<file path="src/rtl/pipe_hazard_fwd.sv">
// Combined hazard detection and operand forwarding for the ID stage.
// A small scoreboard mirrors the DEPTH instructions downstream of ID
// (position 1 = EX ... DEPTH = last position before retirement). Each
// source of the ID instruction is resolved against it: the youngest
// in-flight writer wins. A ready writer is forwarded. A writer that is
// not ready yet (a load before LOAD_LAT) stalls ID and sends a bubble down.
module pipe_hazard_fwd #(
  parameter int XLEN     = 32,
  parameter int NREG     = 32,
  parameter int DEPTH    = 3,
  parameter int LOAD_LAT = 2,
  localparam int RW = $clog2(NREG),
  localparam int SW = $clog2(DEPTH + 1)
) (
  input  logic                  clk,
  input  logic                  rst,
  input  logic                  id_valid,
  input  logic [RW-1:0]         id_rs1,
  input  logic [RW-1:0]         id_rs2,
  input  logic                  id_rs1_used,
  input  logic                  id_rs2_used,
  input  logic [RW-1:0]         id_rd,
  input  logic                  id_rd_wen,
  input  logic                  id_is_load,
  input  logic                  flush,
  input  logic                  ext_stall,
  input  logic [XLEN-1:0]       rf_rs1data,
  input  logic [XLEN-1:0]       rf_rs2data,
  input  logic [DEPTH*XLEN-1:0] stage_data,
  output logic [XLEN-1:0]       opa,
  output logic [XLEN-1:0]       opb,
  output logic [SW-1:0]         fwd_sel1,
  output logic [SW-1:0]         fwd_sel2,
  output logic                  hold_pc,
  output logic [31:0]           stall_cnt
);

  // Scoreboard, indexed by pipeline position 1..DEPTH.
  logic [DEPTH:1]         sb_v;
  logic [DEPTH:1]         sb_wen;
  logic [DEPTH:1]         sb_ld;
  logic [DEPTH:1][RW-1:0] sb_rd;

  logic [SW-1:0] sel1;
  logic [SW-1:0] sel2;
  logic          haz1;
  logic          haz2;
  logic          hazard;
  logic          issue;

  // Dependency resolution. Positions are scanned oldest to youngest so the
  // last hit (lowest position) decides both the select and the hazard.
  always_comb begin
    sel1 = '0;
    sel2 = '0;
    haz1 = 1'b0;
    haz2 = 1'b0;
    for (int k = DEPTH; k >= 1; k--) begin
      if (sb_v[k] && sb_wen[k] && id_rs1_used && (id_rs1 != '0) &&
          (sb_rd[k] == id_rs1)) begin
        if (k >= (sb_ld[k] ? LOAD_LAT : 1)) begin
          sel1 = SW'(k);
          haz1 = 1'b0;
        end else begin
          sel1 = '0;
          haz1 = 1'b1;
        end
      end
      if (sb_v[k] && sb_wen[k] && id_rs2_used && (id_rs2 != '0) &&
          (sb_rd[k] == id_rs2)) begin
        if (k >= (sb_ld[k] ? LOAD_LAT : 1)) begin
          sel2 = SW'(k);
          haz2 = 1'b0;
        end else begin
          sel2 = '0;
          haz2 = 1'b1;
        end
      end
    end
  end

  // Operand muxes: register file unless a position is selected.
  always_comb begin
    opa = rf_rs1data;
    opb = rf_rs2data;
    for (int k = 1; k <= DEPTH; k++) begin
      if (sel1 == SW'(k)) opa = stage_data[(k-1)*XLEN +: XLEN];
      if (sel2 == SW'(k)) opb = stage_data[(k-1)*XLEN +: XLEN];
    end
  end

  assign fwd_sel1 = sel1;
  assign fwd_sel2 = sel2;
  assign hazard   = id_valid && (haz1 || haz2);
  // A taken branch discards the ID instruction, so its hazard is moot;
  // a downstream wait freezes everything regardless.
  assign hold_pc  = ext_stall || (hazard && !flush);
  assign issue    = id_valid && !hazard && !flush;

  // Scoreboard shift: the ID instruction (or a bubble) enters position 1,
  // the oldest entry retires; frozen while memory is waiting.
  always_ff @(posedge clk or posedge rst) begin
    if (rst) begin
      sb_v   <= '0;
      sb_wen <= '0;
      sb_ld  <= '0;
      sb_rd  <= '0;
    end else if (!ext_stall) begin
      for (int k = DEPTH; k >= 2; k--) begin
        sb_v[k]   <= sb_v[k-1];
        sb_wen[k] <= sb_wen[k-1];
        sb_ld[k]  <= sb_ld[k-1];
        sb_rd[k]  <= sb_rd[k-1];
      end
      sb_v[1]   <= issue;
      sb_wen[1] <= id_rd_wen;
      sb_ld[1]  <= id_is_load;
      sb_rd[1]  <= id_rd;
    end
  end

  // Saturating count of cycles lost to unresolved dependencies only.
  always_ff @(posedge clk or posedge rst) begin
    if (rst) begin
      stall_cnt <= '0;
    end else if (hazard && !flush && !ext_stall && (stall_cnt != 32'hFFFF_FFFF)) begin
      stall_cnt <= stall_cnt + 32'd1;
    end
  end

endmodule

</file>
<file path="config.mk">
export PLATFORM = sky130hd
export DESIGN_NAME = pipe_hazard_fwd
export DESIGN_NICKNAME = d
export VERILOG_FILES = /design/src/rtl/pipe_hazard_fwd.sv
export SDC_FILE = /design/constraint.sdc
export NUM_CORES = 1
export LEC_CHECK = 0
export BUFFER_PORTS_ARGS = -buffer_cell sky130_fd_sc_hd__buf_2
export CAP_MARGIN = 5
export CORE_ASPECT_RATIO = 1.75
export CORE_MARGIN = 2
export CORE_UTILIZATION = 35
export DETAILED_ROUTE_END_ITERATION = 10
export PLACE_DENSITY_LB_ADDON = 0.12
export SETUP_SLACK_MARGIN = 0.4
export SYNTH_ARGS = -nofsm -noshare
export SYNTH_HDL_FRONTEND = slang
export SYNTH_SLANG_ARGS = --single-unit
</file>
<file path="constraint.sdc">
create_clock -name clk -period 6.33 [get_ports clk]
set_input_delay 0.9495 -clock clk [delete_from_list [all_inputs] [get_ports clk]]
set_output_delay 0.9495 -clock clk [all_outputs]
set_load 0.02 [all_outputs]
</file>
==> results of run 1 <==
worst max path at each step:
stage          startpoint      end  slack [ns]
6_report        id_rs1[0]  opa[10]        1.97
3_3_place_gp    id_rs1[0]  opa[31]        2.06
5_1_grt         id_rs1[0]  opa[31]        1.83
2_1_floorplan   id_rs2[0]  opb[10]        2.57
4_1_cts         id_rs1[0]  opa[10]        1.98
3_5_place_dp    id_rs1[0]  opa[10]        1.99
logic make-up (layout without fill, tap and decap cells):
| kind of cell | Yosys count | in the layout |
|---|---|---|
| simple gates | 176 | 176 |
| fa+ha+maj | 1 | 1 |
| buf+inv | 87 | 343 |
| mux | 23 | 23 |
| flops | 54 | 54 |
| xor+xnor | 61 | 61 |
| other cells | 0 | 11 |
| compound gates | 208 | 208 |
layout make-up:
type	instances	area, um2
antenna	11	27.53
clock buffer	6	128.9
clock inverter	2	17.52
fill	1512	7589
inverter	42	157.7
multi-input combinational	469	3311
sequential	54	1351
tap	180	225.2
timing repair buffer	293	1489
synthesized netlist by cell type, types with 19 or more instances:
cell                        n
sky130_fd_sc_hd__xor2_1    35
sky130_fd_sc_hd__nand2_1   19
sky130_fd_sc_hd__o32ai_1   30
sky130_fd_sc_hd__o21ai_0   33
sky130_fd_sc_hd__o221ai_1  32
sky130_fd_sc_hd__dfrtp_1   54
sky130_fd_sc_hd__nor2_1    82
sky130_fd_sc_hd__clkbuf_1  19
sky130_fd_sc_hd__mux2_2    22
sky130_fd_sc_hd__a21oi_1   64
sky130_fd_sc_hd__a22oi_2   30
sky130_fd_sc_hd__inv_1     42
sky130_fd_sc_hd__xnor2_1   26
worst reg2reg max path, stage by stage, from the launching register on:
cell	delay, ns
sky130_fd_sc_hd__dfrtp_1	0.43
sky130_fd_sc_hd__xnor2_1	0.18
sky130_fd_sc_hd__nand4_1	0.19
sky130_fd_sc_hd__nor4_4	0.66
sky130_fd_sc_hd__o2111ai_2	0.38
sky130_fd_sc_hd__nor3_1	0.34
sky130_fd_sc_hd__xor2_1	0.17
metrics by stage:
stage | hold slack, ns | cell area [um2] | power, uW | setup WS [ns]
finish | 0.4914 | 6708 | 945.0 | 1.973
global route | 0.5035 | 6705 | 995.6 | 1.830
CTS | 0.4944 | 6680 | 953.9 | 1.984
detailed placement | 0.4839 | 6534 | 679.6 | 1.986
global placement | 0.4763 | 6534 | 672.6 | 2.058
floorplan | 0.4793 | 5075 | 548.5 | 2.572
power breakdown:
group / leakage (uW) / switching (uW) / internal, uW
clock network: 0.0000715 / 123 / 149
logic: 0.00253 / 153 / 131
registers: 0.000683 / 24.2 / 365
total: 0.00329 / 300 / 645
sequential cells by signal, indices dropped and copies added, names as in the netlist:
| signal | count |
|---|---|
| stall_cnt | 32 |
| sb_rd | 15 |
| sb_v | 3 |
| sb_wen | 3 |
| sb_ld | 1 |
layer usage:
metal,global-route usage,vias to the layer above
li1,-,2800
met2,0.4803,280
met4,0.2082,2
met1,0.2599,2917
met3,0.05581,84
met5,0,-
placed cells by master (no fill, tap or decap), types with 2 or more instances in the layout:
| master | instances |
|---|---|
| sky130_fd_sc_hd__a21oi_1 | 64 |
| sky130_fd_sc_hd__a22oi_1 | 2 |
| sky130_fd_sc_hd__a22oi_2 | 30 |
| sky130_fd_sc_hd__and3_1 | 3 |
| sky130_fd_sc_hd__and4_1 | 4 |
| sky130_fd_sc_hd__buf_2 | 284 |
| sky130_fd_sc_hd__buf_4 | 9 |
| sky130_fd_sc_hd__clkbuf_16 | 5 |
| sky130_fd_sc_hd__dfrtp_1 | 54 |
| sky130_fd_sc_hd__diode_2 | 11 |
| sky130_fd_sc_hd__inv_1 | 41 |
| sky130_fd_sc_hd__mux2_2 | 22 |
| sky130_fd_sc_hd__nand2_1 | 19 |
| sky130_fd_sc_hd__nand3_1 | 13 |
| sky130_fd_sc_hd__nand4_1 | 12 |
| sky130_fd_sc_hd__nor2_1 | 80 |
| sky130_fd_sc_hd__nor2_2 | 5 |
| sky130_fd_sc_hd__nor3_1 | 16 |
| sky130_fd_sc_hd__nor4_1 | 11 |
| sky130_fd_sc_hd__nor4_2 | 2 |
| sky130_fd_sc_hd__o2111ai_2 | 2 |
| sky130_fd_sc_hd__o21ai_0 | 33 |
| sky130_fd_sc_hd__o21ai_2 | 3 |
| sky130_fd_sc_hd__o221ai_1 | 32 |
| sky130_fd_sc_hd__o32ai_1 | 30 |
| sky130_fd_sc_hd__o32ai_2 | 2 |
| sky130_fd_sc_hd__or3_1 | 2 |
| sky130_fd_sc_hd__or4_1 | 2 |
| sky130_fd_sc_hd__xnor2_1 | 26 |
| sky130_fd_sc_hd__xor2_1 | 35 |
==> impl_results.rst, run 1 <==
.. list-table::
   :header-rows: 1

   * - Metric
     - Value
   * - Setup violators final
     - 0
   * - Period utilization
     - 0.6883
   * - Depth of the most critical reg-to-reg path
     - 6
   * - Proportion of register bits with asynchronous set or reset after synthesis
     - 1.000
   * - Number of synthesis warnings
     - 0
   * - FP Rows
     - 58
   * - Post-CTS Setup Repair Bufs
     - 0
   * - Global-route wire length before repair
     - 32240 um
   * - Mux cell area share after synthesis
     - 0.05178
   * - Most common cell on crit path
     - sky130_fd_sc_hd__buf_2
   * - Post-detailed-routing wire length
     - 21300 um
   * - Share of the yosys chip area belonging to registers
     - 0.2663
   * - Classification of the worst setup path
     - in -> out
   * - Number of CTS-inserted buffers
     - 5
   * - Minimum setup slack among reg-to-reg paths
     - 3.90 ns
   * - Number of enable-type register cells in the synthesized netlist
     - 0
   * - Final-report max-slew violation count
     - 0
   * - Maximum operating frequency
     - 229.5 MHz
   * - Launch instance of the worst register-to-register path
     - sb_rd[0]
   * - Worst slew pin tran
     - 0.9471 ns
   * - Post-Synthesis Cell Area
     - 5075 um2
   * - Buffers on Ports
     - 284
   * - Setup crit start kind
     - input port
   * - IR Drop Worst-Case VDD
     - 129.2 uV
   * - Primary FF master, synth
     - sky130_fd_sc_hd__dfrtp_1
   * - I/O pin count
     - 285
   * - Met1 routed wirelength after detailed routing
     - 7153 um
   * - Final antenna-violating net count
     - 0
   * - Die X-Extent
     - 95.03 um
   * - Area share of the largest cell type after synthesis
     - 0.2663
   * - Adder-cell share of the synthesized area
     - 0.002465
   * - Number of endpoints with negative hold slack in the final report
     - 0
   * - Number of nets in the synthesized netlist
     - 795
   * - Clock tree root buffer cell
     - sky130_fd_sc_hd__clkbuf_16
   * - Number of detailed-routing iterations run before antenna repair
     - 4
   * - Critical path depth in cells
     - 9
   * - Category of cells accounting for the largest share of critical-path delay
     - simple AND/OR/NAND/NOR gates
   * - Final Non-Filler Cells
     - 1057
   * - Clock-pin slew of the registers on the worst-case setup and hold paths
     - 0.07 ns
   * - Crit path cell chain
     - buf_2, or4_4, o21ai_2, or3_1, buf_4, and2_1, mux2_4, a22oi_2, buf_2
   * - Cell accounting for the most synthesized area
     - sky130_fd_sc_hd__dfrtp_1
   * - Deepest level of the CTS H-tree
     - 2
   * - Max Clock Skew
     - 0.008259 ns
   * - Max capacitance violation total
     - 0
   * - Slew margin rel.
     - 0.3662
   * - Hold WC Path Type
     - reg -> reg
   * - Dominant cells by area after synthesis
     - sky130_fd_sc_hd__dfrtp_1 27%, sky130_fd_sc_hd__a22oi_2 7.4%, sky130_fd_sc_hd__a21oi_1 6.3%, sky130_fd_sc_hd__nor2_1 6.1%, sky130_fd_sc_hd__xor2_1 6.0%
   * - Number of DRC violations after detailed routing
     - 0
   * - Via total after detailed routing
     - 6083
   * - Kind of end point of the critical path
     - primary output
   * - Min-Delay Startpoint
     - stall_cnt[31]
   * - Post-DP HPWL
     - 16580 um
   * - Residual overflow from global routing
     - 0
   * - Number of placed cells counting well taps
     - 1038
   * - Xor-xnor portion of the synthesized cell area
     - 0.1053
   * - Layout Utilization
     - 0.4692
   * - End of the worst register-to-register path
     - stall_cnt[16]
   * - Clock sink count
     - 54
   * - Number of global-route vias before repair
     - 6042
   * - Core outline area
     - 14300 um2
   * - Post-synthesis area per instance
     - 8.319 um2
   * - Largest net degree at the start of global routing
     - 55
   * - Unrepaired setup endpoints after global routing
     - no
   * - Result of the run
     - finished clean
   * - Top Layer Used
     - met5
   * - Number of antenna violations at the first check in global routing
     - 12
   * - Layout-stage area growth over the synthesis result
     - 32.17%
   * - Number of design-rule violations left by the first detailed-router iteration
     - 196
   * - Gate count of the mapped netlist
     - 610
   * - DR WL met3
     - 1363 um
   * - Detailed route wirelength on metal2
     - 11470 um
   * - Dominant combinational cell family by area after synthesis
     - compound AO/OA/AOI/OAI gates
   * - Layout cell share with drive strength beyond 1
     - 0.4342
   * - Die Y-Extent
     - 163.3 um
   * - Maximum fanout encountered on the critical timing path
     - 33
   * - Vias per cell
     - 5.755
   * - Simple-gate area share of the yosys netlist
     - 0.1699
   * - Wire length per cell
     - 20.15 um
   * - Crit path DAT
     - 3.41 ns
   * - Total negative slack for setup checks
     - 0 ns
   * - TritonCTS clock tree
     - done
   * - Starting Density
     - 0.3550
   * - Synth Area in Compound Gates
     - 0.3203
   * - Max stage delay cell, worst path
     - sky130_fd_sc_hd__or4_4
   * - Worst Path Buf+Inv
     - 3
   * - Number of distinct library cells after synthesis
     - 48
   * - Net count, final
     - 1050
   * - Hold-fix buffers at CTS
     - 0
   * - Routability congestion estimate
     - 0.8693
   * - Hold EP
     - stall_cnt[31]
   * - Hold depth
     - 1
   * - Seq cells post-synth
     - 54
   * - Delay contributed by the slowest stage of the critical path
     - 0.54 ns
   * - Total power per unit cell area
     - 140.9 nW/um2
   * - Clk Latency, worst-skew pair
     - 0.30 ns
   * - Total routing usage reported by global routing
     - 0.2683
   * - Required arrival time at the worst endpoint
     - 5.38 ns
   * - Leakage
     - 0.003287 uW
   * - Die Footprint
     - 15520 um2
   * - Maximum count of clock buffers along a single path
     - 2
   * - Count of instances resized after the clock tree is built
     - 0
   * - Clock period minus worst slack
     - 4.357 ns
Note: power is estimated with default switching activity, not from simulation.
==> inputs of run 2 (changes only) <==
Settings changed: ABC_AREA set to 1.
Clock period 6.33 ns to 4.1 ns, I/O delays scaled along.
==> impl_results.rst, run 2 <==
.. list-table::
   :header-rows: 1

   * - Metric
     - Value
   * - Clock-pin slew of the registers on the worst-case setup and hold paths
     - 0.08 ns (about the same)
   * - Layout-stage area growth over the synthesis result
     - 26.11%
   * - Clock period minus worst slack
     - 3.289 ns
   * - Area share of the largest cell type after synthesis
     - 0.3445 (+0.07827)
   * - Number of DRC violations after detailed routing
     - 0 (unchanged)
   * - Gate count of the mapped netlist
     - 1139 (+87%)
   * - Hold-fix buffers at CTS
     - 0 (unchanged)
   * - Post-DP HPWL
     - 21920 um (+32%)
   * - Layout Utilization
     - 0.4497 (-0.01949)
   * - Clock tree root buffer cell
     - sky130_fd_sc_hd__clkbuf_16
   * - Classification of the worst setup path
     - reg -> out
   * - Sw Pwr
     - 524.0 uW (+75%)
   * - Dominant cells by area after synthesis
     - sky130_fd_sc_hd__nand2_1 34%, sky130_fd_sc_hd__dfrtp_1 22%, sky130_fd_sc_hd__nand3_1 17%, sky130_fd_sc_hd__nor2_1 3.8%, sky130_fd_sc_hd__xnor2_1 3.4%
   * - Count of instances resized after the clock tree is built
     - 0 (unchanged)
   * - Share of the yosys chip area belonging to registers
     - 0.2161 (-0.05019)
   * - Wire length per cell
     - 17.17 um (-15%)
   * - Maximum count of clock buffers along a single path
     - 2 (unchanged)
   * - Number of detailed-routing iterations run before antenna repair
     - 5 (+1)
   * - Die Y-Extent
     - 180.8 um (+11%)
   * - Maximum fanout encountered on the critical timing path
     - 36 (+9.1%)
   * - Most common cell after layout, fill and taps aside
     - sky130_fd_sc_hd__nand2_1
   * - TritonCTS clock tree
     - done
   * - Top library cells by usage in the layout, fill and taps aside
     - 574 x sky130_fd_sc_hd__nand2_1, 284 x sky130_fd_sc_hd__buf_2, 207 x sky130_fd_sc_hd__nand3_1
   * - Number of design-rule violations left by the first detailed-router iteration
     - 640 (+230%)
   * - Crit path DAT
     - 2.67 ns (-0.74 ns)
   * - Power share of the sequential group
     - 0.394 (-0.018)
   * - Routability congestion estimate
     - 1.029 (+18%)
   * - Largest net degree at the start of global routing
     - 55 (unchanged)
   * - Setup crit start kind
     - register
   * - Core outline area
     - 17540 um2 (+23%)
   * - Period utilization
     - 0.8022
   * - Deepest level of the CTS H-tree
     - 2 (unchanged)
   * - Total power per unit cell area
     - 188.3 nW/um2 (+34%)
   * - Number of enable-type register cells in the synthesized netlist
     - 0 (unchanged)
   * - Clk Latency, worst-skew pair
     - 0.31 ns (about the same)
   * - Number of synthesis warnings
     - 0 (unchanged)
   * - Final-report max-slew violation count
     - 0 (unchanged)
   * - Total chip power
     - 1485 uW (+57%)
   * - Via total after detailed routing
     - 8263 (+36%)
   * - Max Clock Skew
     - 0.007186 ns (-0.001073 ns)
   * - Total negative slack for setup checks
     - 0 ns (unchanged)
   * - Die Footprint
     - 18990 um2 (+22%)
   * - Register with the highest flop count
     - stall_cnt
   * - Logic pwr share
     - 0.303 (+0.003)
   * - Unrepaired setup endpoints after global routing
     - no
   * - Maximum operating frequency
     - 304.0 MHz
   * - Final antenna-violating net count
     - 0 (unchanged)
   * - Max FFs per register
     - 32 (unchanged)
   * - Die X-Extent
     - 105.0 um (+11%)
   * - Proportion of register bits with asynchronous set or reset after synthesis
     - 1.000 (unchanged)
   * - Slew margin rel.
     - 0.4763 (+0.1101)
   * - Required arrival time at the worst endpoint
     - 3.48 ns (-1.90 ns)
   * - Setup violators final
     - 0 (unchanged)
   * - Number of global-route vias before repair
     - 8153 (+35%)
   * - Seq cells post-synth
     - 54 (unchanged)
   * - Primary FF master, synth
     - sky130_fd_sc_hd__dfrtp_1
   * - Detailed route wirelength on metal2
     - 14460 um (+26%)
   * - Number of distinct library cells after synthesis
     - 28 (-42%)
   * - Post-Synthesis Cell Area
     - 6253 um2 (+23%)
   * - Residual overflow from global routing
     - 0 (unchanged)
   * - Pint
     - 960.9 uW (+49%)
   * - Clock sink count
     - 54 (unchanged)
   * - IR Drop Worst-Case VDD
     - 205.4 uV (+59%)
   * - Post-detailed-routing wire length
     - 27780 um (+30%)
   * - Clock network fraction of total power
     - 0.303 (+0.015)
   * - Result of the run
     - finished clean
   * - Starting Density
     - 0.3566 (+0.001613)
   * - Most frequent cell after synthesis
     - sky130_fd_sc_hd__nand2_1
   * - Cell accounting for the most synthesized area
     - sky130_fd_sc_hd__nand2_1
   * - Leakage
     - 0.004344 uW (+32%)
   * - Largest registers
     - stall_cnt (32), sb_rd (15)
   * - Switching part of the total power
     - 0.3529 (+0.03512)
   * - Max capacitance violation total
     - 0 (unchanged)
   * - Hold WC Path Type
     - in -> async
   * - Met1 routed wirelength after detailed routing
     - 9687 um (+35%)
   * - DR WL met3
     - 1841 um (+35%)
   * - Worst slew pin tran
     - 0.7837 ns (-0.1634 ns)
   * - Most numerous cell types in the synthesized netlist
     - 574 x sky130_fd_sc_hd__nand2_1, 207 x sky130_fd_sc_hd__nand3_1, 63 x sky130_fd_sc_hd__nor2_1, 54 x sky130_fd_sc_hd__dfrtp_1, 51 x sky130_fd_sc_hd__inv_1
   * - FP Rows
     - 64 (+10%)
   * - Post-synthesis area per instance
     - 5.490 um2 (-34%)
   * - Number of antenna violations at the first check in global routing
     - 5 (-7)
   * - Kind of end point of the critical path
     - primary output
   * - Net count, final
     - 1568 (+49%)
   * - Post-CTS Setup Repair Bufs
     - 0 (unchanged)
   * - Number of nets in the synthesized netlist
     - 1324 (+67%)
   * - Number of CTS-inserted buffers
     - 5 (unchanged)
   * - Buffers on Ports
     - 284 (unchanged)
   * - Top Layer Used
     - met5
   * - Number of endpoints with negative hold slack in the final report
     - 0 (unchanged)
   * - Vias per cell
     - 5.107 (-11%)
   * - Global-route wire length before repair
     - 43050 um (+34%)
   * - Min Hold Slack
     - 0.3279 ns (-0.1635 ns)
   * - I/O pin count
     - 285 (unchanged)
   * - Layout cell share with drive strength beyond 1
     - 0.2428 (-0.1914)
   * - Total routing usage reported by global routing
     - 0.2851 (+0.01683)
-- run 2: changes by cell type after synthesis, moves of 19 or more --
cell                       change
sky130_fd_sc_hd__o221ai_1     -32
sky130_fd_sc_hd__o32ai_1      -30
sky130_fd_sc_hd__mux2_2       -22
sky130_fd_sc_hd__a21oi_1      -61
sky130_fd_sc_hd__nand2_1     +555
sky130_fd_sc_hd__nand3_1     +194
sky130_fd_sc_hd__nor2_1       -19
sky130_fd_sc_hd__a22oi_2      -30
-- run 2: area by class of cell --
| type | count | area, um2 |
|---|---|---|
| Clock inverter | 3 | 28.78 |
| Inverter | 56 | 210.2 |
| Timing Repair Buffer | 300 | 1541 |
| Antenna cell | 3 | 7.507 |
| Tap cell | 231 | 289.0 |
| Multi-Input combinational cell | 966 | 4333 |
| Sequential cell | 54 | 1351 |
| Fill cell | 2036 | 9651 |
| Clock buffer | 5 | 125.1 |
-- run 2: kinds of logic (layout without fill, tap and decap cells) --
family,Yosys count,in the layout,share of synthesized area
AOI/OAI and AO/OA,23,23,0.01841
other,0,3,0
buffers and inverters,119,364,0.09104
xor gates and xnor gates,47,47,0.06703
and+or+nand+nor,895,895,0.6054
DFF,54,54,0.2161
adders and majority gates,1,1,0.002000
-- run 2: stage by stage --
step,std cells,setup slack (ns),area (um2)
floorplan,1139,1.567,6254
global placement,1607,0.8537,7725
detailed placement,1607,0.8064,7725
CTS,1615,0.8055,7879
global route,1618,0.5756,7886
finish,1618,0.8110,7886
-- run 2: worst max-delay path, cell delays in order, from the launching register on --
cell and delay, ns:
sky130_fd_sc_hd__dfrtp_1 0.45, sky130_fd_sc_hd__inv_1 0.09, sky130_fd_sc_hd__nand2_1 0.06, sky130_fd_sc_hd__a21oi_1 0.20, sky130_fd_sc_hd__nand3_2 0.16, sky130_fd_sc_hd__nor2_8 0.49, sky130_fd_sc_hd__nand2_2 0.12, sky130_fd_sc_hd__nand2_4 0.35
sky130_fd_sc_hd__nand2_1 0.10, sky130_fd_sc_hd__nand2_1 0.09, sky130_fd_sc_hd__nand2_1 0.05, sky130_fd_sc_hd__buf_2 0.15
-- run 2: path summary, 6_finish.rpt --
kind,cells after the start,to,slack (ns),from
max in group asynchronous,3,stall_cnt[20],2.97,rst
max reg2reg,10,stall_cnt[11],1.50,stall_cnt[0]
min,2,stall_cnt[8],0.33,rst
min in group clk,2,sb_v[3],0.49,sb_v[3]
max,11,opb[28],0.81,sb_rd[8]
min reg2reg,2,sb_v[3],0.49,sb_v[3]
-- run 2: metal layers --
layer  vias to the layer above  GRT usage
met4                         4     0.1760
met1                      3699     0.2938
li1                       4086          -
met5                         -          0
met2                       385     0.5330
met3                        89    0.03932
-- run 2: power by group through the flow --
stage / registers [uW] / clock network [uW] / logic [uW]
4_1_cts: 585 / 465 / 452
6_report: 585 / 449 / 451
3_5_place_dp: 596 / 0 / 450
3_3_place_gp: 595 / 0 / 449
2_1_floorplan: 585 / 0 / 250
5_1_grt: 589 / 481 / 497
==> inputs of run 3 (changes only) <==
Clock period 4.1 ns to 3.25 ns, I/O delays scaled along.
==> impl_results.rst, run 3 (synthesis results as in run 2) <==
.. list-table::
   :header-rows: 1

   * - Metric
     - Value
   * - Die Footprint
     - 18990 um2 (unchanged)
   * - Starting Density
     - 0.3566 (unchanged)
   * - Category of cells accounting for the largest share of critical-path delay
     - simple AND/OR/NAND/NOR gates
   * - Max capacitance violation total
     - 0 (unchanged)
   * - Number of CTS-inserted buffers
     - 5 (unchanged)
   * - Global-route wire length before repair
     - 43730 um (+1.6%)
   * - Layout-stage area growth over the synthesis result
     - 29.37%
   * - Kind of end point of the critical path
     - primary output
   * - Vias per cell
     - 5.120 (+0.26%)
   * - Clk Latency, worst-skew pair
     - 0.31 ns (about the same)
   * - I/O pin count
     - 285 (unchanged)
   * - Area occupied by multi-input gates
     - 4403 um2 (+1.6%)
   * - Period utilization
     - 0.8414
   * - Wire length per cell
     - 17.42 um (+1.5%)
   * - Clock tree root buffer cell
     - sky130_fd_sc_hd__clkbuf_16
   * - Buffers on Ports
     - 284 (unchanged)
   * - Maximum operating frequency
     - 365.7 MHz
   * - Delay contributed by the slowest stage of the critical path
     - 0.42 ns (-0.07 ns)
   * - Classification of the worst setup path
     - reg -> out
   * - Post-detailed-routing wire length
     - 28310 um (+1.9%)
   * - Count of filler cells inserted in the layout
     - 2002 (-1.7%)
   * - Total routing usage reported by global routing
     - 0.2916 (+0.006565)
   * - Number of design-rule violations left by the first detailed-router iteration
     - 543 (-15%)
   * - Largest registers
     - stall_cnt (32), sb_rd (15)
   * - Number of DRC violations after detailed routing
     - 0 (unchanged)
   * - Total negative slack for setup checks
     - 0 ns (unchanged)
   * - Largest net degree at the start of global routing
     - 42 (-24%)
   * - Final-report max-slew violation count
     - 0 (unchanged)
   * - Deepest level of the CTS H-tree
     - 2 (unchanged)
   * - Minimum setup slack among reg-to-reg paths
     - 0.93 ns (-0.57 ns)
   * - Worst Path Buf+Inv
     - 2 (unchanged)
   * - Leakage
     - 0.004424 uW (+1.8%)
   * - Routability congestion estimate
     - 0.9633 (-6.4%)
   * - Setup crit start kind
     - register
   * - Most common cell after layout, fill and taps aside
     - sky130_fd_sc_hd__nand2_1
   * - Max Clock Skew
     - 0.01004 ns (+0.002853 ns)
   * - Setup violators final
     - 0 (unchanged)
   * - Number of global-route vias before repair
     - 8069 (-1.0%)
   * - Number of detailed-routing iterations run before antenna repair
     - 5 (unchanged)
   * - Total power per unit cell area
     - 233.2 nW/um2 (+24%)
   * - Hold WC Path Type
     - in -> async
   * - Total chip power
     - 1887 uW (+27%)
   * - FP Rows
     - 64 (unchanged)
   * - Net count, final
     - 1574 (+0.38%)
   * - Post-DP HPWL
     - 22010 um (+0.37%)
   * - Max stage delay cell, worst path
     - sky130_fd_sc_hd__dfrtp_1
   * - Max FFs per register
     - 32 (unchanged)
   * - Result of the run
     - finished clean
   * - Die Y-Extent
     - 180.8 um (unchanged)
   * - Required arrival time at the worst endpoint
     - 2.76 ns (-0.72 ns)
   * - Unrepaired setup endpoints after global routing
     - yes
   * - Final antenna-violating net count
     - 0 (unchanged)
   * - Crit path DAT
     - 2.25 ns (-0.42 ns)
   * - Via total after detailed routing
     - 8320 (+0.69%)
   * - Sequential standard cell area
     - 1354 um2 (+0.19%)
   * - Maximum count of clock buffers along a single path
     - 2 (unchanged)
   * - Worst slew pin tran
     - 0.7855 ns (+0.001802 ns)
   * - IR Drop Worst-Case VDD
     - 314.2 uV (+53%)
   * - Clock sink count
     - 54 (unchanged)
   * - Number of antenna violations at the first check in global routing
     - 5 (unchanged)
   * - Top library cells by usage in the layout, fill and taps aside
     - 574 x sky130_fd_sc_hd__nand2_1, 284 x sky130_fd_sc_hd__buf_2, 207 x sky130_fd_sc_hd__nand3_1
   * - Core outline area
     - 17540 um2 (unchanged)
   * - Die X-Extent
     - 105.0 um (unchanged)
   * - Layout cell share with drive strength beyond 1
     - 0.2489 (+0.006146)
   * - Clock period minus worst slack
     - 2.734 ns
   * - Residual overflow from global routing
     - 0 (unchanged)
   * - Most common cell on crit path
     - sky130_fd_sc_hd__nand2_1
   * - Register with the highest flop count
     - stall_cnt
   * - Slew margin rel.
     - 0.4751 (-0.001204)
   * - Crit path cell chain
     - xnor2_1, nand2_1, nor2_1, nand2_1, nand2_2, buf_8, nand3_1, nand2_1, nand2_1, buf_2
   * - Clock-pin slew of the registers on the worst-case setup and hold paths
     - 0.08 ns (about the same)
   * - Maximum fanout encountered on the critical timing path
     - 32 (-11%)
   * - TritonCTS clock tree
     - done
   * - Number of endpoints with negative hold slack in the final report
     - 0 (unchanged)
## run 3: what timing repair did
item / 4_1_cts / 5_1_grt
resized for setup: 1 / 22
cloned: 0 / 1
setup endpoints to repair: 4 / 63
pin swaps: 0 / 3
buffers inserted: 0 / 1
hold buffers: 0 / 0
## run 3: metrics by stage
step | util | setup slack (ns) | area [um2] | instances | hold WS, ns
4_1_cts | 0.4541 | 0.4195 | 7964 | 1619 | 0.2310
5_1_grt | 0.4612 | 0.3920 | 8088 | 1624 | 0.2688
3_5_place_dp | 0.4451 | 0.5045 | 7805 | 1611 | 0.4711
3_3_place_gp | 0.4451 | 0.5113 | 7805 | 1611 | 0.4622
2_1_floorplan | - | 0.9720 | 6254 | 1139 | 0.4488
6_report | 0.4613 | 0.5156 | 8090 | 1625 | 0.2139
## run 3: path summary, 6_finish.rpt
kind,from,to,cells after the start
min reg2reg,sb_wen[3],sb_wen[3],2
max in group asynchronous,rst,stall_cnt[22],3
max reg2reg,stall_cnt[0],stall_cnt[15],10
min in group clk,id_rd[1],sb_rd[1],3
max,sb_rd[13],opa[11],10
min,rst,stall_cnt[3],2
## run 3: area by class of cell
class / count / area share
flip-flops and latches: 54 / 0.1673
clock buffers: 5 / 0.01547
well taps: 231 / 0.03573
repair buffers: 305 / 0.2065
diodes: 4 / 0.001237
clock inverters: 3 / 0.003557
inverters: 56 / 0.02598
multi-input cells: 967 / 0.5442
## run 3: power by group
group	total (uW)	switching (uW)	leakage [uW]	internal, uW
Sequential	739	37.8	0.000720	701
Combinational	575	354	0.00363	221
Clock	573	276	0.0000763	296
## run 3: layer usage
layer	vias up	share of wire	global-route usage	wire length [um]
met5	-	0.0011	0	31
met2	386	0.52	0.5395	14730
met4	4	0.063	0.1829	1791
met1	3727	0.35	0.3027	9907
met3	101	0.065	0.04293	1843
li1	4102	-	-	-
